<file path="src/rtl/sort_7_frame_gather_if.sv">
`default_nettype none
// ============================================================================
// Module      : sort_7_frame_gather_if
// Description : Bundle of the input word stream and the framed parallel output
//               of sort_7_frame_gather.
//               master : drives the word stream and frame_ready (producer and
//                        consumer side)
//               slave  : the framing block itself
// Signals     : in_data/in_valid/in_last/in_ready  - input word stream
//               data_0..data_6                     - frame words, slot order
//               frame_valid/frame_ready            - frame handshake
//               frame_count                        - real words in frame (1..7)
//               frame_total                        - delivered frames, mod 2^16
// Revision    : 1.0 - initial release
// ============================================================================
interface sort_7_frame_gather_if;
    logic [31:0] in_data;
    logic        in_valid;
    logic        in_last;
    logic        in_ready;
    logic [31:0] data_0;
    logic [31:0] data_1;
    logic [31:0] data_2;
    logic [31:0] data_3;
    logic [31:0] data_4;
    logic [31:0] data_5;
    logic [31:0] data_6;
    logic        frame_valid;
    logic        frame_ready;
    logic [2:0]  frame_count;
    logic [15:0] frame_total;

    modport master (
        output in_data, in_valid, in_last, frame_ready,
        input  in_ready, data_0, data_1, data_2, data_3, data_4, data_5, data_6,
               frame_valid, frame_count, frame_total
    );

    modport slave (
        input  in_data, in_valid, in_last, frame_ready,
        output in_ready, data_0, data_1, data_2, data_3, data_4, data_5, data_6,
               frame_valid, frame_count, frame_total
    );
endinterface
`default_nettype wire

</file>
<file path="src/rtl/sort_7_frame_gather.sv">
`default_nettype none
// ============================================================================
// Module      : sort_7_frame_gather
// Description : Packs a valid/ready stream of 32-bit words into 7-word frames,
//               pads short frames (in_last) with PAD and presents each frame as
//               seven registered parallel words with a valid/ready handshake.
//               A fill bank and an output bank allow one frame every 7 cycles.
// Ports       : clk  - clock, rising edge
//               rst  - synchronous active-high reset
//               bus  - sort_7_frame_gather_if.slave (stream in, frame out)
// Parameters  : PAD  - fill value for unused slots of a short frame
// Revision    : 1.0 - initial release
// ============================================================================
module sort_7_frame_gather #(
    parameter logic [31:0] PAD = 32'hFFFF_FFFF
) (
    input  logic                  clk,
    input  logic                  rst,
    sort_7_frame_gather_if.slave  bus
);

    typedef enum logic [0:0] {
        S_FILL = 1'b0,
        S_FULL = 1'b1
    } state_t;

    state_t      state_q, state_d;
    logic [2:0]  cnt_q, cnt_d;
    logic [31:0] fill_q [7];
    logic [31:0] data_q [7];
    logic [31:0] data_d [7];
    logic        frame_valid_q, frame_valid_d;
    logic [2:0]  frame_count_q, frame_count_d;
    logic [15:0] frame_total_q, frame_total_d;

    logic w_in_ready;
    logic w_accept;
    logic w_complete;
    logic w_out_free;
    logic w_load;

    always_comb begin
        w_in_ready = !rst && (state_q == S_FILL);
        w_accept   = bus.in_valid && w_in_ready;
        w_complete = w_accept && ((cnt_q == 3'd6) || bus.in_last);
        w_out_free = !frame_valid_q || bus.frame_ready;

        state_d = state_q;
        cnt_d   = cnt_q;
        w_load  = 1'b0;

        case (state_q)
            S_FILL: begin
                if (w_complete) begin
                    if (w_out_free) begin
                        w_load = 1'b1;
                        cnt_d  = 3'd0;
                    end else begin
                        // cnt_q is kept: it still indexes the last real word
                        state_d = S_FULL;
                    end
                end else if (w_accept) begin
                    cnt_d = cnt_q + 3'd1;
                end
            end
            S_FULL: begin
                if (w_out_free) begin
                    w_load  = 1'b1;
                    cnt_d   = 3'd0;
                    state_d = S_FILL;
                end
            end
            default: state_d = S_FILL;
        endcase

        frame_valid_d = frame_valid_q;
        frame_count_d = frame_count_q;
        for (int i = 0; i < 7; i++) begin
            data_d[i] = data_q[i];
        end

        if (w_load) begin
            frame_valid_d = 1'b1;
            frame_count_d = cnt_q + 3'd1;
            for (int i = 0; i < 7; i++) begin
                if (3'(i) < cnt_q) begin
                    data_d[i] = fill_q[i];
                end else if (3'(i) == cnt_q) begin
                    // In FILL the completing word has not reached the fill bank yet
                    data_d[i] = (state_q == S_FILL) ? bus.in_data : fill_q[i];
                end else begin
                    data_d[i] = PAD;
                end
            end
        end else if (bus.frame_ready) begin
            frame_valid_d = 1'b0;
        end

        frame_total_d = frame_total_q;
        if (frame_valid_q && bus.frame_ready) begin
            frame_total_d = frame_total_q + 16'd1;
        end
    end

    always_ff @(posedge clk) begin
        if (rst) begin
            state_q       <= S_FILL;
            cnt_q         <= 3'd0;
            frame_valid_q <= 1'b0;
            frame_count_q <= 3'd0;
            frame_total_q <= 16'd0;
            for (int i = 0; i < 7; i++) begin
                data_q[i] <= 32'd0;
            end
        end else begin
            state_q       <= state_d;
            cnt_q         <= cnt_d;
            frame_valid_q <= frame_valid_d;
            frame_count_q <= frame_count_d;
            frame_total_q <= frame_total_d;
            for (int i = 0; i < 7; i++) begin
                data_q[i] <= data_d[i];
            end
        end
    end

    // Fill bank needs no reset: slots beyond the write index are never output
    always_ff @(posedge clk) begin
        if (w_accept) begin
            fill_q[cnt_q] <= bus.in_data;
        end
    end

    assign bus.in_ready    = w_in_ready;
    assign bus.frame_valid = frame_valid_q;
    assign bus.frame_count = frame_count_q;
    assign bus.frame_total = frame_total_q;
    assign bus.data_0      = data_q[0];
    assign bus.data_1      = data_q[1];
    assign bus.data_2      = data_q[2];
    assign bus.data_3      = data_q[3];
    assign bus.data_4      = data_q[4];
    assign bus.data_5      = data_q[5];
    assign bus.data_6      = data_q[6];

endmodule
`default_nettype wire

</file>
<file path="src/flat_wrapper.sv">
// flat-port wrapper written by rule: the top's interface ports become plain ports
module sort_7_frame_gather_flat 
#(
    parameter logic [31:0] PAD = 32'hFFFF_FFFF
)
  (clk, rst, bus_in_data, bus_in_valid, bus_in_last, bus_frame_ready, bus_in_ready, bus_data_0, bus_data_1, bus_data_2, bus_data_3, bus_data_4, bus_data_5, bus_data_6, bus_frame_valid, bus_frame_count, bus_frame_total);
  sort_7_frame_gather_if bus_i ();
  input  logic clk;
  input  logic rst;
  input wire logic [$bits(bus_i.in_data)-1:0] bus_in_data;
  input wire logic [$bits(bus_i.in_valid)-1:0] bus_in_valid;
  input wire logic [$bits(bus_i.in_last)-1:0] bus_in_last;
  input wire logic [$bits(bus_i.frame_ready)-1:0] bus_frame_ready;
  output wire logic [$bits(bus_i.in_ready)-1:0] bus_in_ready;
  output wire logic [$bits(bus_i.data_0)-1:0] bus_data_0;
  output wire logic [$bits(bus_i.data_1)-1:0] bus_data_1;
  output wire logic [$bits(bus_i.data_2)-1:0] bus_data_2;
  output wire logic [$bits(bus_i.data_3)-1:0] bus_data_3;
  output wire logic [$bits(bus_i.data_4)-1:0] bus_data_4;
  output wire logic [$bits(bus_i.data_5)-1:0] bus_data_5;
  output wire logic [$bits(bus_i.data_6)-1:0] bus_data_6;
  output wire logic [$bits(bus_i.frame_valid)-1:0] bus_frame_valid;
  output wire logic [$bits(bus_i.frame_count)-1:0] bus_frame_count;
  output wire logic [$bits(bus_i.frame_total)-1:0] bus_frame_total;
  assign bus_i.in_data = bus_in_data;
  assign bus_i.in_valid = bus_in_valid;
  assign bus_i.in_last = bus_in_last;
  assign bus_i.frame_ready = bus_frame_ready;
  assign bus_in_ready = bus_i.in_ready;
  assign bus_data_0 = bus_i.data_0;
  assign bus_data_1 = bus_i.data_1;
  assign bus_data_2 = bus_i.data_2;
  assign bus_data_3 = bus_i.data_3;
  assign bus_data_4 = bus_i.data_4;
  assign bus_data_5 = bus_i.data_5;
  assign bus_data_6 = bus_i.data_6;
  assign bus_frame_valid = bus_i.frame_valid;
  assign bus_frame_count = bus_i.frame_count;
  assign bus_frame_total = bus_i.frame_total;
  sort_7_frame_gather #(.PAD(PAD)) u_core (.clk(clk), .rst(rst), .bus(bus_i));
endmodule
</file>
<file path="config.mk">
export PLATFORM = sky130hd
export DESIGN_NAME = sort_7_frame_gather_flat
export DESIGN_NICKNAME = d
export VERILOG_FILES = /design/src/rtl/sort_7_frame_gather_if.sv /design/src/rtl/sort_7_frame_gather.sv /design/src/flat_wrapper.sv
export SDC_FILE = /design/constraint.sdc
export NUM_CORES = 1
export LEC_CHECK = 0
export BUFFER_PORTS_ARGS = -buffer_cell sky130_fd_sc_hd__buf_2
export CAP_MARGIN = 20
export CORE_MARGIN = 2
export CORE_UTILIZATION = 45
export DETAILED_ROUTE_END_ITERATION = 12
export GPL_ROUTABILITY_DRIVEN = 0
export HOLD_SLACK_MARGIN = 0.12
export PLACE_DENSITY = 0.75
export SETUP_SLACK_MARGIN = 0.4
export SYNTH_ARGS = -nofsm -noshare
export SYNTH_HDL_FRONTEND = slang
export SYNTH_SLANG_ARGS = --single-unit
</file>
<file path="constraint.sdc">
create_clock -name clk -period 4.99 [get_ports clk]
set_input_delay 0 -clock clk [delete_from_list [all_inputs] [get_ports clk]]
set_output_delay 0 -clock clk [all_outputs]
set_load 0.02 [all_outputs]
</file>
==> qor.txt, run 1 <==
===============================================================================================
Seq/Total Area, Yosys                                                                     65.7%
Wire length of the first global-routing pass                                            82.2 mm
Mapped Nets                                                                               1,554
Initial Utilization                                                                       45.8%
Cell depth of the worst flop-to-flop path                                                     7
Area enclosed by the die boundary                                                  41,200 sq um
Number of core rows                                                                          72
Maximum VDD drop                                                                     0.000328 V
Startpoint kind of the worst setup timing path                                         register
Post-detailed-route via-to-cell ratio                                                      6.09
Setup slack, reg-to-reg                                                                 1690 ps
Largest net degree at the start of global routing                                           106
Pre-CTS worst setup slack                                                               1820 ps
YS warnings                                                                                   0
Clock input transition at the sequential cells of the worst setup and hold paths          60 ps
Number of endpoints failing setup at the final stage                                          0
Number of unique standard cell types used by synthesis                                       50
Aggregate routed wire length                                                            55.0 mm
Post-DP HPWL                                                                            32.6 mm
Total power of the final layout                                                         8550 uW
Total count of max-transition violations in the final report                                  0
Slew at the pin closest to its max-slew limit                                           1110 ps
Critical path fanouts, max                                                                  105
Final non-filler cell area                                                         21,500 sq um
DR vias                                                                                  14,044
DRC violation total after the first TritonRoute iteration                                 1,317
Kind of critical path                                                                reg -> reg
Initial antenna violation count                                                               1
All-layer global routing usage                                                            26.0%
Die width                                                                                203 um
Cell count after synthesis                                                                1,513
Core area                                                                          38,800 sq um
Leak pwr                                                                             0.00798 uW
Avg Cell Area, Syn                                                                   11.8 sq um
Post-synth ARST share                                                                        0%
NumNets Final                                                                             1,791
Fraction of post-synthesis cell area in the top cell type by area                         37.8%
Final worst slack                                                                       1690 ps
Setup crit end kind                                                                    register
DRC viols                                                                                     0
Library cell occupying the most area in the post-synthesis netlist                     edfxtp_1
Share of cells above drive strength 1                                                     25.8%
Num CTS Buffers                                                                              47
Mapped Area                                                                        17,800 sq um
Type of the worst min-delay path                                                      in -> reg
Die H                                                                                    203 um
Synth-to-Final Area Change                                                                20.7%
Launch point of the worst hold path                                                bus_in_valid
Terminus of the critical flop-to-flop path                                         u_core.data_q[0][9]
Total grt overflow                                                                            0
Post-detailed-route count of antenna-violating nets                                           0
Cell total after placement                                                                2,183
Root buffer selected by CTS                                                           clkbuf_16
Top flip-flop cell by instance count after synthesis                                    dfxtp_1
Cts repair resizes                                                                            0
Synthesized flop and latch total                                                            472
H-tree depth reported by CTS                                                                  2
TritonCTS clock tree                                                                        yes
CP Data Required Time                                                                   5480 ps
Maximum count of clock buffers along a single path                                            3
Final worst path period share                                                             66.1%
Count of flip-flops with a built-in enable after synthesis                                  224
Count of buffers from port buffering                                                        281
Power density normalized to cell area                                               398 nW/um^2
Wire length per cell                                                                    23.8 um
Top achievable clock speed                                                              303 MHz
Post-detailed-placement cell area                                                  19,500 sq um
Number of cells in the finished layout apart from fillers                                 2,307
Final-report hold violation count                                                             0
Number of detailed-route iterations in the first pass                                         5
Vias in the first global route                                                           13,645
Count of cells along the worst hold path                                                      4
Reg2reg start                                                                      u_core.cnt_q[1]
Unrepaired setup endpoints after global routing                                              no
Remaining max-slew budget at the tightest pin                                             25.7%
Sink Count                                                                                  472
Launch point of the critical path                                                  u_core.cnt_q[1]
Worst Skew                                                                              23.5 ps
Worst hold endpoint                                                                u_core.state_q
Post-route minimum period                                                               3300 ps
Top post-synthesis cells by area                                                   edfxtp_1, dfxtp_1, o221ai_1
Top Ports                                                                                   282
Setup TNS                                                                                  0 ps
Worst path arrival time                                                                 3780 ps
Insertion delay to the later sink of the worst-skew pair                                 570 ps
Result of the run                                                                  finished clean
Max-capacitance violation count                                                               0
===============================================================================================
-- metrics by stage --
step           hold slack [ps]  util [%]
2_1_floorplan             98.9         -
3_3_place_gp               300      50.2
3_5_place_dp               307      50.2
4_1_cts                    154      55.2
5_1_grt                    191      55.3
6_report                   182      55.3
-- power breakdown --
part	switching [uW]	leakage, uW	internal (uW)
sequential	69.4	0.00405	4170
combinational	461	0.00314	207
clock	1470	0.000787	2180
total	2000	0.00798	6550
-- cells in the final DEF, fill, tap and decap left out, types with 15 or more instances in the layout --
cell / Yosys / final
clkbuf_8: 0 / 15
a2111oi_0: 15 / 15
dfxtp_1: 248 / 245
o21ai_0: 51 / 51
mux2i_1: 18 / 18
edfxtp_1: 224 / 224
or2_2: 32 / 32
a31o_2: 17 / 17
o221ai_1: 159 / 159
buf_2: 67 / 280
nor2_1: 40 / 35
nand2_1: 173 / 171
o2bb2ai_1: 32 / 32
a21oi_1: 218 / 218
buf_4: 5 / 25
clkbuf_16: 0 / 49
o22ai_1: 48 / 48
dlygate4sd3_1: 0 / 35
-- routing by layer --
layer  wire length, um  global-route usage (%)
met5                 0                       0
met3              4820                    4.78
met1             22600                    35.3
met4              1710                    9.96
met2             25800                    41.8
-- repair_timing --
action,CTS,global route
setup endpoints to repair,0,0
buffers inserted,0,0
hold buffers,35,0
hold endpoints to repair,345,0
-- worst max-delay path by stage --
stage | slack (ps) | cells after the start | to
after floorplan | 250 | 5 | u_core.fill_q[2][0]
after global placement | 1890 | 7 | u_core.data_q[0][61]
after detailed placement | 1820 | 7 | u_core.data_q[0][48]
after CTS | 1770 | 7 | u_core.data_q[0][9]
after global routing | 1560 | 7 | u_core.data_q[0][9]
final | 1690 | 7 | u_core.data_q[0][9]
-- state kept, by name, indices dropped and copies added, names as in the netlist --
name / count
u_core.data_q: 224
u_core.fill_q: 224
u_core.bus.frame_total: 16
u_core.bus.frame_count: 3
u_core.cnt_q: 3
u_core.bus.frame_valid: 1
u_core.state_q: 1
-- synth_stat cells (7+ instances only) --
cell type and instances:
dfxtp_1 248, edfxtp_1 224, a21oi_1 218, nand2_1 173, o221ai_1 159, buf_2 67, clkbuf_1 66, o21ai_0 51
o22ai_1 48, nor2_1 40, o2bb2ai_1 32, or2_2 32, mux2i_1 18, a31o_2 17, a2111oi_0 15, buf_1 13
nand3_1 9, inv_1 7, xnor2_1 7
-- critical path, cell delays in order, from the launching register on --
cell and delay [ps]:
dfxtp_2 330, buf_4 490, ha_1 380, a211o_1 240
o211a_4 660, buf_12 400, o221ai_1 270, a21oi_1 260
-- cells by family (layout without fill, tap and decap cells) --
group,count (synthesis),in the layout,synth area share (%)
DFF,472,472,65.7
adders and majority gates,4,4,0.281
and+or+nand+nor,287,287,7.19
AOI/OAI and AO/OA,556,556,21.0
xor gates and xnor gates,13,13,0.640
muxes,18,18,1.01
buffers and inverters,163,438,4.15
other,0,1,0
-- layout make-up --
cell class	instances	area, sq um
antenna	1	2.50
clock buffer	77	1480
clock inverter	10	129
fill	3262	17300
inverter	8	30.0
multi-input combinational	878	5500
sequential	472	11700
tap	518	648
timing repair buffer	343	2000
Note: power is estimated with default switching activity, not from simulation.
==> run 2, diff against run 1 <==
--- a/config.mk
+++ b/config.mk
@@ -5,6 +5,7 @@
 export SDC_FILE = /design/constraint.sdc
 export NUM_CORES = 1
 export LEC_CHECK = 0
+export ABC_AREA = 1
 export BUFFER_PORTS_ARGS = -buffer_cell sky130_fd_sc_hd__buf_2
 export CAP_MARGIN = 20
 export CORE_MARGIN = 2
==> constraint.sdc (replaced) <==
create_clock -name clk -period 2.95 [get_ports clk]
set_input_delay 0 -clock clk [delete_from_list [all_inputs] [get_ports clk]]
set_output_delay 0 -clock clk [all_outputs]
set_load 0.02 [all_outputs]
==> qor.txt, run 2 <==
===============================================================================================
Top achievable clock speed                                                              412 MHz   was 303 MHz
Startpoint kind of the worst setup timing path                                         register   unchanged
Die H                                                                                    212 um   was 203 um
Top flip-flop cell by instance count after synthesis                                    dfxtp_1   unchanged
Post-detailed-route via-to-cell ratio                                                      5.44   was 6.09
Vias in the first global route                                                           16,027   was 13,645
Total grt overflow                                                                            0   unchanged
Maximum VDD drop                                                                     0.000524 V   was 0.000328 V
Number of unique standard cell types used by synthesis                                       37   was 50
Leading cell type in the layout, fill and taps excluded                                 nand2_1   was buf_2
Number of detailed-route iterations in the first pass                                         5   unchanged
YS warnings                                                                                   0   unchanged
Commonest cells after routing, fill and taps aside                                 nand2_1, o21ai_0, buf_2, dfxtp_1, edfxtp_1   was buf_2, dfxtp_1, edfxtp_1, a21oi_1, nand2_1
Net Sw Frac                                                                               25.2%   was 23.4%
Library cell occupying the most area in the post-synthesis netlist                     edfxtp_1   unchanged
Final worst path period share                                                             82.3%   was 66.1%
Post-route minimum period                                                               2430 ps   was 3300 ps
Initial Utilization                                                                       45.5%   was 45.8%
Unrepaired setup endpoints after global routing                                              no   unchanged
Synthesized flop and latch total                                                            472   unchanged
Leading cell types by count after synthesis                                        nand2_1, o21ai_0, dfxtp_1   was dfxtp_1, edfxtp_1, a21oi_1
Cell count after synthesis                                                                2,265   was 1,513
Largest net degree at the start of global routing                                           260   was 106
Slew at the pin closest to its max-slew limit                                            985 ps   was 1110 ps
Mapped Area                                                                        19,500 sq um   was 17,800 sq um
CP Data Required Time                                                                   3430 ps   was 5480 ps
Post-synth ARST share                                                                        0%   unchanged
Die width                                                                                212 um   was 203 um
Sink Count                                                                                  472   unchanged
Setup TNS                                                                                  0 ps   unchanged
DRC viols                                                                                     0   unchanged
Result of the run                                                                  finished clean   unchanged
Root buffer selected by CTS                                                           clkbuf_16   unchanged
NumNets Final                                                                             2,560   was 1,791
Critical path fanouts, max                                                                   33   was 105
Wire length of the first global-routing pass                                            91.5 mm   was 82.2 mm
Top Ports                                                                                   282   unchanged
Top post-synthesis cells by area                                                   edfxtp_1, dfxtp_1, nand2_1   was edfxtp_1, dfxtp_1, o221ai_1
Fraction of post-synthesis cell area in the top cell type by area                         34.5%   was 37.8%
Proportion of power drawn by combinational gates                                           9.0%   was 7.8%
Sequential cell fraction of total power                                                   48.8%   was 49.5%
All-layer global routing usage                                                            26.7%   was 26.0%
H-tree depth reported by CTS                                                                  2   unchanged
Count of buffers from port buffering                                                        281   unchanged
Layout Utilization                                                                        54.5%   was 55.3%
Max-capacitance violation count                                                               0   unchanged
Launch point of the worst hold path                                                bus_in_data[3]   was bus_in_valid
Reg2reg start                                                                      u_core.cnt_q[1]   unchanged
Internal portion of total power                                                       11,000 uW   was 6550 uW
Final-report hold violation count                                                             0   unchanged
Footprint of the flip-flops and latches                                            11,700 sq um   about the same
Aggregate routed wire length                                                            62.0 mm   was 55.0 mm
Total power of the final layout                                                       14,700 uW   was 8550 uW
TritonCTS clock tree                                                                        yes   unchanged
Remaining max-slew budget at the tightest pin                                             34.1%   was 25.7%
Share of cells above drive strength 1                                                     16.9%   was 25.8%
Number of core rows                                                                          76   was 72
Worst Skew                                                                              25.0 ps   was 23.5 ps
Wire length per cell                                                                    19.7 um   was 23.8 um
Filler cell count in the final layout                                                     3,805   was 3,262
Worst path arrival time                                                                 2900 ps   was 3780 ps
Most instantiated library cell after synthesis                                          nand2_1   was dfxtp_1
Total count of max-transition violations in the final report                                  0   unchanged
Setup fix buffers added after clock tree synthesis                                            0   unchanged
Relative contribution of the clock network to total power                                 42.2%   was 42.7%
DRC violation total after the first TritonRoute iteration                                 1,561   was 1,317
Maximum count of clock buffers along a single path                                            3   unchanged
Mapped Nets                                                                               2,306   was 1,554
Insertion delay to the later sink of the worst-skew pair                                 600 ps   was 570 ps
Launch point of the critical path                                                  u_core.cnt_q[1]   unchanged
Num CTS Buffers                                                                              50   was 47
Kind of critical path                                                                reg -> reg   unchanged
Power density normalized to cell area                                               628 nW/um^2   was 398 nW/um^2
Avg Cell Area, Syn                                                                   8.61 sq um   was 11.8 sq um
Count of flip-flops with a built-in enable after synthesis                                  224   unchanged
Initial antenna violation count                                                               1   unchanged
Core area                                                                          42,900 sq um   was 38,800 sq um
Setup crit end kind                                                                    register   unchanged
Area enclosed by the die boundary                                                  45,000 sq um   was 41,200 sq um
Clock input transition at the sequential cells of the worst setup and hold paths          60 ps   about the same
DR vias                                                                                  17,133   was 14,044
Number of endpoints failing setup at the final stage                                          0   unchanged
Post-detailed-route count of antenna-violating nets                                           0   unchanged
Multi-input combinational cell area                                                  6710 sq um   was 5500 sq um
NetSw                                                                                   3700 uW   was 2000 uW
Seq/Total Area, Yosys                                                                     60.0%   was 65.7%
Type of the worst min-delay path                                                      in -> reg   unchanged
Leak pwr                                                                             0.00917 uW   was 0.00798 uW
Synth-to-Final Area Change                                                                19.9%   was 20.7%
Post-DP HPWL                                                                            39.0 mm   was 32.6 mm
===============================================================================================
-- run 2: layer usage --
layer | wire, um | GRT usage (%)
met1 | 23700 | 33.5
met2 | 29600 | 44.6
met3 | 5710 | 4.92
met4 | 2930 | 13.1
met5 | 0 | 0
-- run 2: timing repair --
item                       in CTS  in global routing
setup endpoints to repair       0                 75
hold endpoints to repair      392                  0
resized for setup               0                  2
hold buffers                   39                  0
-- run 2: path summary, 6_finish.rpt --
check	endpoint	slack (ps)	cells past startpoint
max reg2reg	u_core.cnt_q[1]	520	8
min	u_core.fill_q[3][3]	270	2
min reg2reg	u_core.data_q[0][93]	460	2
max	u_core.cnt_q[1]	520	8
-- run 2: critical path, stage by stage, from the launching register on --
cell           delay, ps
dfxtp_1              640
ha_1                 340
nand2_2               80
buf_4                290
nand4_1              150
dlygate4sd3_1        620
nand2_1               70
nand2_1               50
a21oi_1               60
-- run 2: area by class of cell --
class | count | share of cell area [%]
repair buffers | 359 | 9.55
clock buffers | 69 | 6.20
well taps | 585 | 3.13
clock inverters | 25 | 0.749
inverters | 101 | 1.65
flip-flops and latches | 472 | 50.0
multi-input cells | 1535 | 28.7
diodes | 1 | 0.0107
-- run 2: logic make-up (layout without fill, tap and decap cells) --
kind of cell	after synthesis	in the layout	synth area share, %
xor gates and xnor gates	1	1	0.0449
DFF	472	472	60.0
buffers and inverters	258	554	5.98
AOI/OAI and AO/OA	551	551	14.3
adders and majority gates	4	4	0.257
other	0	1	0
and+or+nand+nor	979	979	19.4
-- run 2: power groups by stage --
stage	clock network [uW]	logic (uW)	registers, uW
floorplan	0	558	7490
detailed placement	0	1260	7300
global placement	0	1230	7300
finish	6200	1320	7160
CTS	6260	1310	7160
global route	6520	1430	7180
-- run 2: metrics by stage --
step,hold slack (ps),std cells,cell area [sq um],setup WS (ps)
6_report,269,3147,23400,522
5_1_grt,244,3147,23400,407
4_1_cts,226,3145,23300,504
3_5_place_dp,294,3012,21300,534
3_3_place_gp,296,3012,21300,623
2_1_floorplan,98.9,2265,19500,195
